### config.mk
export PLATFORM = sky130hd
export DESIGN_NAME = la_sample_fifo
export DESIGN_NICKNAME = d
export VERILOG_FILES = /design/src/rtl/la_sample_fifo.sv
export SDC_FILE = /design/constraint.sdc
export NUM_CORES = 1
export LEC_CHECK = 0
export CORE_ASPECT_RATIO = 1.25
export CORE_MARGIN = 8
export CORE_UTILIZATION = 55
export CTS_CLUSTER_SIZE = 16
export DETAILED_ROUTE_END_ITERATION = 10
export PLACE_DENSITY = 0.75
export SLEW_MARGIN = 40
export SYNTH_ARGS = -nofsm -noshare
export SYNTH_HDL_FRONTEND = slang
export SYNTH_SLANG_ARGS = --single-unit
### constraint.sdc
create_clock -name clk -period 4.92 [get_ports clk]
set_clock_uncertainty 0.2 [all_clocks]
set_input_delay 0.738 -clock clk [delete_from_list [all_inputs] [get_ports clk]]
set_output_delay 0.738 -clock clk [all_outputs]
set_load 0.02 [all_outputs]
### src/rtl/la_sample_fifo.sv
// Logic-analyzer capture front end: divided sample strobe feeding a FWFT FIFO with sticky overflow.
// Optional macro LA_INPUT_SYNC_EN adds a 2-flop synchronizer ahead of the sampler.
`timescale 1ns/1ps
module la_sample_fifo #(
  parameter int unsigned DEPTH_LOG2 = 4,
  parameter int unsigned DIV_W      = 16
) (
  input  logic                  clk,
  input  logic                  rst,
  input  logic                  enable,
  input  logic [DIV_W-1:0]      div,
  input  logic [7:0]            logic_input,
  output logic [7:0]            out_data,
  output logic                  out_valid,
  input  logic                  out_ready,
  output logic [DEPTH_LOG2:0]   level,
  output logic                  overflow,
  output logic [7:0]            drop_count
);

  localparam int unsigned DEPTH = 1 << DEPTH_LOG2;
  localparam logic [DEPTH_LOG2:0] PTR_ONE = {{DEPTH_LOG2{1'b0}}, 1'b1};
  localparam logic [DIV_W-1:0]    CNT_ONE = {{(DIV_W-1){1'b0}}, 1'b1};

  logic [7:0]          r_mem [DEPTH];
  logic [DEPTH_LOG2:0] r_wr_ptr;
  logic [DEPTH_LOG2:0] r_rd_ptr;
  logic [DEPTH_LOG2:0] r_level;
  logic [DIV_W-1:0]    r_div_cnt;
  logic                r_overflow;
  logic [7:0]          r_drop_count;

  logic                w_strobe;
  logic                w_full;
  logic                w_empty;
  logic                w_wr;
  logic                w_rd;
  logic [7:0]          w_sample;

`ifdef LA_INPUT_SYNC_EN
  logic [7:0] r_sync1;
  logic [7:0] r_sync2;

  always_ff @(posedge clk or posedge rst) begin
    if (rst) begin
      r_sync1 <= '0;
      r_sync2 <= '0;
    end else begin
      r_sync1 <= logic_input;
      r_sync2 <= r_sync1;
    end
  end

  assign w_sample = r_sync2;
`else
  assign w_sample = logic_input;
`endif

  // >= rather than == so that lowering div below the running count strobes at once.
  assign w_strobe = enable && (r_div_cnt >= div);

  always_ff @(posedge clk or posedge rst) begin
    if (rst) begin
      r_div_cnt <= '0;
    end else if (!enable || w_strobe) begin
      r_div_cnt <= '0;
    end else begin
      r_div_cnt <= r_div_cnt + CNT_ONE;
    end
  end

  assign w_empty = (r_wr_ptr == r_rd_ptr);
  assign w_full  = (r_wr_ptr[DEPTH_LOG2] != r_rd_ptr[DEPTH_LOG2]) &&
                   (r_wr_ptr[DEPTH_LOG2-1:0] == r_rd_ptr[DEPTH_LOG2-1:0]);
  // Fullness is judged before this cycle's read, so a read never makes room for a same-cycle write.
  assign w_wr    = w_strobe && !w_full;
  assign w_rd    = !w_empty && out_ready;

  always_ff @(posedge clk) begin
    if (w_wr) begin
      r_mem[r_wr_ptr[DEPTH_LOG2-1:0]] <= w_sample;
    end
  end

  always_ff @(posedge clk or posedge rst) begin
    if (rst) begin
      r_wr_ptr <= '0;
      r_rd_ptr <= '0;
      r_level  <= '0;
    end else begin
      if (w_wr) begin
        r_wr_ptr <= r_wr_ptr + PTR_ONE;
      end
      if (w_rd) begin
        r_rd_ptr <= r_rd_ptr + PTR_ONE;
      end
      unique case ({w_wr, w_rd})
        2'b10:   r_level <= r_level + PTR_ONE;
        2'b01:   r_level <= r_level - PTR_ONE;
        default: r_level <= r_level;
      endcase
    end
  end

  always_ff @(posedge clk or posedge rst) begin
    if (rst) begin
      r_overflow   <= 1'b0;
      r_drop_count <= '0;
    end else if (w_strobe && w_full) begin
      r_overflow <= 1'b1;
      if (r_drop_count != 8'hFF) begin
        r_drop_count <= r_drop_count + 8'd1;
      end
    end
  end

  assign out_data   = r_mem[r_rd_ptr[DEPTH_LOG2-1:0]];
  assign out_valid  = !w_empty;
  assign level      = r_level;
  assign overflow   = r_overflow;
  assign drop_count = r_drop_count;

endmodule

# == Word-level counts from Yosys, hierarchy flattened ==
# Memories as Yosys holds them, arrays and structs flattened.
# Index checks and enable logic that the tools add are counted.
# op_classes
addsub,6
order_cmp,1
n_eq_ne,6
n_mux,4
reduce_logical,11
# op_table
operator,n
"adder 16 x 1 -> 16 bit, second input constant",1
>= comparator 16 bit,1
two-way mux 16 bit,1
"adder 5 x 1 -> 5 bit, second input constant",3
one-hot mux 5 bit (2 select lines),1
"adder 8 x 1 -> 8 bit, second input constant",1
"inequality test 8 bit, second input constant",1
== test 5 bit,1
logical AND 1 bit,5
"subtractor 5 x 1 -> 5 bit, second input constant",1
== test 4 bit,1
logical NOT 1 bit,3
"== test 2 x 1 -> 1 bit, second input constant",1
"== test 2 bit, second input constant",1
two-way mux 1 bit,2
AND reduction 2 bit,1
nonzero test 2 bit,1
logical OR 1 bit,1
inequality test 1 bit,1
# word_totals
regBits,40
ramBits,128
inputBits,28
output_inout_bits,23
elab_cells,35
n_memories,1
# mem_list
name,words,word_bits,read_ports,rd_ports_with_merged_regs,write_ports,line,rtl
r_mem,16,8,1,0,1,25,logic [7:0] r_mem [DEPTH];

# == Depth between registers and ports, before layout ==
# depth
depth_word,6
depth_mapped,17
depth_no_buf,16

# == Worst setup path before layout ==
# No wires, ideal clock.
# synth_path
path_kind,input to register
from,in div[6]
to,reg r_level[4] (netlist: level[4])
setup_ps,130
arrival_time_ps,3388
t_required_ps,4590
setup_slack_ps,1202
path_stages,17
n_path_buf,1
path_cell_list,inv_1 > ha_1 > and3_1 > o311a_1 > o21ai_1 > a31oi_2 > buf_2 > inv_1 > ha_1 > inv_1 > fa_1 > inv_1 > a21o_1 > a21oi_1 > xnor2_1 > nor2_1 > xor2_1
# synth_via
elab_chain_cells,5
elab_cells_between_ends,7
cone_classes,order compare (1); eq/ne (2); mux (1); reduce/logical (3)
# synth_rtl
item,line,rtl
"start, declared",11,"input logic [DIV_W-1:0] div,"
>= comparator 16 bit *,60,assign w_strobe = enable && (r_div_cnt >= div);
logical AND 1 bit *,60,
logical AND 1 bit *,76,assign w_wr = w_strobe && !w_full;
== test 2 x 1 -> 1 bit / == test 2 bit (equally long branches),97,"unique case ({w_wr, w_rd})"
one-hot mux 5 bit (2 select lines) / nonzero test 2 bit (equally long branches),--,
"end signal, assigned",98,2'b10: r_level <= r_level + PTR_ONE;
"end signal, assigned",99,2'b01: r_level <= r_level - PTR_ONE;
"end signal, assigned",100,default: r_level <= r_level;
"end, declared",28,logic [DEPTH_LOG2:0] r_level;
# Every way passes the cells marked *; elsewhere a longest branch is shown, timed or not.
# A chain may end at the register's enable or synchronous reset.

# == Worst setup path after layout ==
# layout_path
from,reg r_rd_ptr[0]
to,out out_data[0]
# layout_via
elab_chain_cells,1
# layout_rtl
item,line,rtl
"start, declared",27,logic [DEPTH_LOG2:0] r_rd_ptr;
"start signal, assigned",95,r_rd_ptr <= r_rd_ptr + PTR_ONE;
memory (16 x 8 bit),--,
"end, declared",13,"output logic [7:0] out_data,"
# Every way passes these cells.

==> impl_metrics.toml <==
[synthesis]
synth.most_common_cell = "edfxtp_1"
ys_async_sr_fraction_pct = 23.8
synth_top_area_share_pct = 52.1
synth_edf_count = 128
synth_common_cells = "128 x edfxtp_1, 40 x dfrtp_1, 40 x mux4_2"
syn-num-nets = 497
synth_cell_types = 49
syn-cell-area_um2 = 7380
synthTopCellsByArea = "edfxtp_1 52%, dfrtp_1 14%, mux4_2 12%"
seq_area_frac_synth_pct = 65.7
avgSynthCellArea_um2 = 16.7
yosysWarningCount = 0
synthCells = 441
synth_ff_type = "edfxtp_1"
yosysTopAreaCell = "edfxtp_1"
synth_seq_cells = 168

[grt]
grt_start_max_net_pins = 41
grt_first_pass_wirelength_um = 23300
grt.overflow.total = 0
grt_pass1_vias = 4240
antenna_found_initial = 0
track_usage_pct = 17.6

[placed_design]
place_congestion = 0.773
pre_cts_ws_ps = 624
dp_cells = 652
placed_area_um2 = 8060
hpwl_um = 9860
io_buffers = 50

[power_and_ir_drop]
ir_worst_vdd_mv = 0.298
cellLeakagePower_nw = 3.23
powerDensity_nw_per_um2 = 476

[timing]
hold_viol_final = 0
max_freq_mhz = 247
setup_slack_ps = 867
slew_headroom_pct = 57.0
rsz0062_at_grt = "no"
worst_pin_slew_ps = 645
period_needed_ps = 4050
fin_crit_sh_pct = 82.4
hold_slack_ps = 288
finalSetupViolCount = 0
fin_setup_tns_ps = 0
drv_slew = 0

[clock_network]
insertion_delay_ps = 420
ctsResizeCount = 0
post-cts-setup-buffer-count = 0
numCtsBuffers = 17
clock_path_buffers = 2
numClockSinks = 168
cts_tree = "done"
cts.clk_slew.worst_paths_ps = 70
clockRootBuffer = "clkbuf_16"
holdBufCountCts = 0
htree_levels = 4

[outcome]
status = "complete, no violations"

[setup_path]
crit_path_top_delay_cell = "dfrtp_2"
cp_common_cell = "mux4_2"
cp-end-kind = "output port"
critPathMaxFanout = 19
max_stage_delay_ps = 780
cp_data_arrival_time_ps = 3120
crit_chain = "buf_12, mux4_2, mux4_2, clkdlybuf4s50_1"
path_class = "reg -> out"
cp-start-kind = "flop"
cp.required_ps = 3980

[cells_and_area]
final_area_um2 = 8610
layout-drive-gt1-share_pct = 17.2
areaGrowthSynthToFinish_pct = 16.7
diodes = 0
final_nets = 556
fin_cells = 683

[route]
drt-met1-wl_um = 5790
wl_met2_um = 7890
ant_nets = 0
wirelength_um = 14600
dr.pass1.iters = 4
avgRoutedWirePerCell_um = 21.4
route.detailed.drc = 0
vias = 3936
highest_layer = "met4"
wl_met3_um = 687
drtIter0Drc = 247
vias_per_cell = 5.76

[hold_path]
hold_class = "reg -> reg"

[floorplan]
pin_count = 51
die_area_um2 = 17400
core_area_um2 = 13200
die_h_um = 145
row_count = 47
dieWidth_um = 120
initial_utilization_pct = 56.0

[flow_run]
drv_cap = 0
metal layers:
layer  vias up  track usage [%]
li1       1811                -
met4         0             5.70
met2       102             30.8
met3        21             4.46
met5         -                0
met1      2002             20.6
critical path, delay by kind of cell (launching register included):
kind                   cells  cell delay [ps]
multiplexers               2             1040
flip-flops                 1              780
buffers and inverters      2              860
flip-flops by register name, summed over array words and instances (netlist names):
register and count:
overflow 1, r_wr_ptr 5, r_mem 128, r_div_cnt 16, drop_count 8, r_rd_ptr 5
level 5
per-stage QoR:
stage / total power, mW / util [%]
after floorplan: 2.52 / -
after global placement: 2.89 / 61.2
after detailed placement: 2.92 / 61.2
after CTS: 4.15 / 65.4
after global routing: 4.27 / 65.4
final: 4.10 / 65.4
power by group:
| part | leakage (nW) | internal [mW] | total (mW) | switching [mW] |
|---|---|---|---|---|
| clock | 0.264 | 0.696 | 1.23 | 0.532 |
| sequential | 1.68 | 1.58 | 1.67 | 0.0942 |
| combinational | 1.29 | 0.639 | 1.20 | 0.557 |
area by class of cell:
cell class,count,area [µm²]
Clock inverter,14,124
Tap cell,171,214
Fill cell,929,4560
Timing Repair Buffer,57,566
Sequential cell,168,4850
Inverter,28,105
Multi-Input combinational cell,228,2330
Clock buffer,17,425
layout by cell type, fill, tap and decap left out, types with 2 or more instances in the layout:
cell type / instances
nor3_1: 3
ha_1: 27
xnor2_1: 16
and2_1: 3
nand4_1: 10
inv_1: 28
and3_1: 19
inv_6: 4
nor2b_1: 2
nand3_1: 10
buf_4: 6
xor2_1: 20
a21oi_1: 7
and4_1: 3
nor2_1: 19
or3_1: 2
nand2b_1: 3
edfxtp_1: 128
o211ai_1: 2
clkinv_4: 2
dfrtp_1: 39
clkbuf_16: 17
clkinv_2: 3
clkdlybuf4s50_1: 50
mux4_2: 40
nand3_2: 2
a21o_1: 2
clkinvlp_4: 3
o21ai_0: 6
nand2_1: 12
cell families after synthesis:
group	after synthesis	share of synthesized area, %
xor gates and xnor gates	36	4.27
AOI/OAI and AO/OA	28	2.59
DFF	168	65.7
adders and majority gates	28	4.85
buffers and inverters	45	2.76
muxes	43	12.7
and+or+nand+nor	93	7.16
path summary, 6_finish.rpt:
path                                    startpoint                        end  slack (ps)  cells past startpoint
min reg2reg                   level[4]$_DFFE_PP0P_       level[4]$_DFFE_PP0P_         290                      1
max                        r_rd_ptr[0]$_DFFE_PP0P_                out_data[0]         870                      4
max reg2reg                 r_div_cnt[0]$_DFF_PP0_       level[4]$_DFFE_PP0P_        1380                     16
min                           level[4]$_DFFE_PP0P_       level[4]$_DFFE_PP0P_         290                      1
max in group asynchronous                      rst    r_rd_ptr[0]$_DFFE_PP0P_        3600                      3
min in group asynchronous                      rst  drop_count[0]$_DFFE_PP0P_         540                      3
Note: power is estimated with default switching activity, not from simulation.
==> edit (config.mk and constraints unchanged) <==
Build with the macro `LA_INPUT_SYNC_EN` defined.
--- a/src/rtl/la_sample_fifo.sv
+++ b/src/rtl/la_sample_fifo.sv
@@ -1,6 +1,8 @@
 // Logic-analyzer capture front end: divided sample strobe feeding a FWFT FIFO with sticky overflow.
 // Optional macro LA_INPUT_SYNC_EN adds a 2-flop synchronizer ahead of the sampler.
 `timescale 1ns/1ps
+`define LA_INPUT_SYNC_EN
+
 module la_sample_fifo #(
   parameter int unsigned DEPTH_LOG2 = 4,
   parameter int unsigned DIV_W      = 16
Check against the original RTL: not equivalent (Yosys sat finds a counterexample within 4 cycles, from zero or initial values and one cycle with rst high).
==> edit against the original RTL <==
  * Non-clock buffer count down 2
  * Wire length up 2.8%
  * Cell area up 5.5%
  * Power up 7.8%
  * Area after synthesis up 5.4%
  * Worst setup slack worse by 54 ps
  * Sequential cell count up 16
  * Count of clock-buffer cells in the layout up 1
  * Critical path type unchanged
  * Largest cell class unchanged
==> edit: results (changes against the original RTL) <==
VDD IR max 0.3612 mV (was 0.2976 mV); number of distinct library cells after synthesis 42 (was 49); status finished, final reports clean (unchanged); sequential fraction of the synthesis area 67.45% (was 65.66%); FFs w/ async S/R, synth 30.43% (was 23.81%); layout cell share with drive strength beyond 1 16.20% (was 17.19%); metal3 WL 734 um (was 687 um); post-synthesis net count 518 (was 497); Worst Hold Launch r_sync1[4]$_DFF_PP0_ (was level[4]$_DFFE_PP0P_); met3 usage 4.735% (was 4.464%); R2R cell count 14 (was 16); top cells by area, synth edfxtp_1, dfrtp_1, mux4_2 (unchanged); Avg WL per Cell 21.27 um (was 21.40 um); CP max stage delay 820 ps (was 780 ps); met2 GRT Util 31.44% (was 30.78%); top cells by instance count after synthesis edfxtp_1, dfrtp_1, mux4_2, inv_1, ha_1 (unchanged); Setup crit end out_data[4] (was out_data[0]); R2R setup slack 1440 ps (was 1380 ps); All-Layer GR Usage 17.76% (was 17.58%); Critical Path AT 3170 ps (was 3120 ps); DR vias/cell 5.754 (was 5.763); Leak 3.430 nW (was 3.232 nW); first-pass GRT wire length 23650 um (was 23280 um); WHS Path Cells 0 (was 1); GP Congestion 0.8034 (was 0.7726); measured slew at the worst slew-check pin 810.2 ps (was 644.7 ps); post-DP HPWL 9712 um (was 9863 um); Detail Route met2 WL 8187 um (was 7889 um); DRT iter0 DRCs 322 (was 247); wl on met1 5686 um (was 5785 um); number of warnings issued by yosys 0 (unchanged); worst hold endpoint r_sync2[4]$_DFF_PP0_ (was level[4]$_DFFE_PP0P_); vias in the first global route 4385 (was 4240); fin nets 574 (was 556)
[edit: cell count changes after synthesis, moves of 3 or more]
cell     change
dfrtp_1     +16
and3_1       +4
nand2_1      +4
nor2_1       +4
xnor2_1      +4
a21oi_1      +3
buf_2        +3
nand4_1      -3
xor2_1       -3
[edit: cells by family (layout without fill, tap and decap cells)]
family | count (synthesis) | after routing | synth area share (%)
xor gates and xnor gates | 38 | 38 | 4.377
adders and majority gates | 28 | 28 | 4.602
DFF | 184 | 184 | 67.45
AOI/OAI and AO/OA | 28 | 28 | 2.542
muxes | 42 | 42 | 11.92
and+or+nand+nor | 96 | 96 | 6.581
buffers and inverters | 46 | 115 | 2.526
[edit: through the flow]
| step | hold WS, ps | power [W] | std cells | utilization (%) | setup slack, ps |
|---|---|---|---|---|---|
| after global placement | 132.8 | 0.003006 | 674 | 61.21 | 729.8 |
| after CTS | 155.6 | 0.004466 | 706 | 65.74 | 730.1 |
| final | 153.4 | 0.004417 | 706 | 65.74 | 813.0 |
| after detailed placement | 139.3 | 0.003033 | 674 | 61.21 | 640.8 |
| after global routing | 162.2 | 0.004600 | 706 | 65.74 | 643.9 |
| after floorplan | 131.2 | 0.002659 | 462 | - | 1178 |
[edit: report_power, final]
group	total, W	switching (W)	internal [W]
clock	0.00143	0.000576	0.000855
combinational	0.00111	0.000480	0.000625
sequential	0.00188	0.000164	0.00172
[edit: area by class of cell]
cell class / instances / area [um^2]
clock buffer: 18 / 429.2
clock inverter: 14 / 196.4
fill: 971 / 4732
inverter: 28 / 105.1
multi-input combinational: 232 / 2335
sequential: 184 / 5246
tap: 175 / 219.0
timing repair buffer: 55 / 550.5
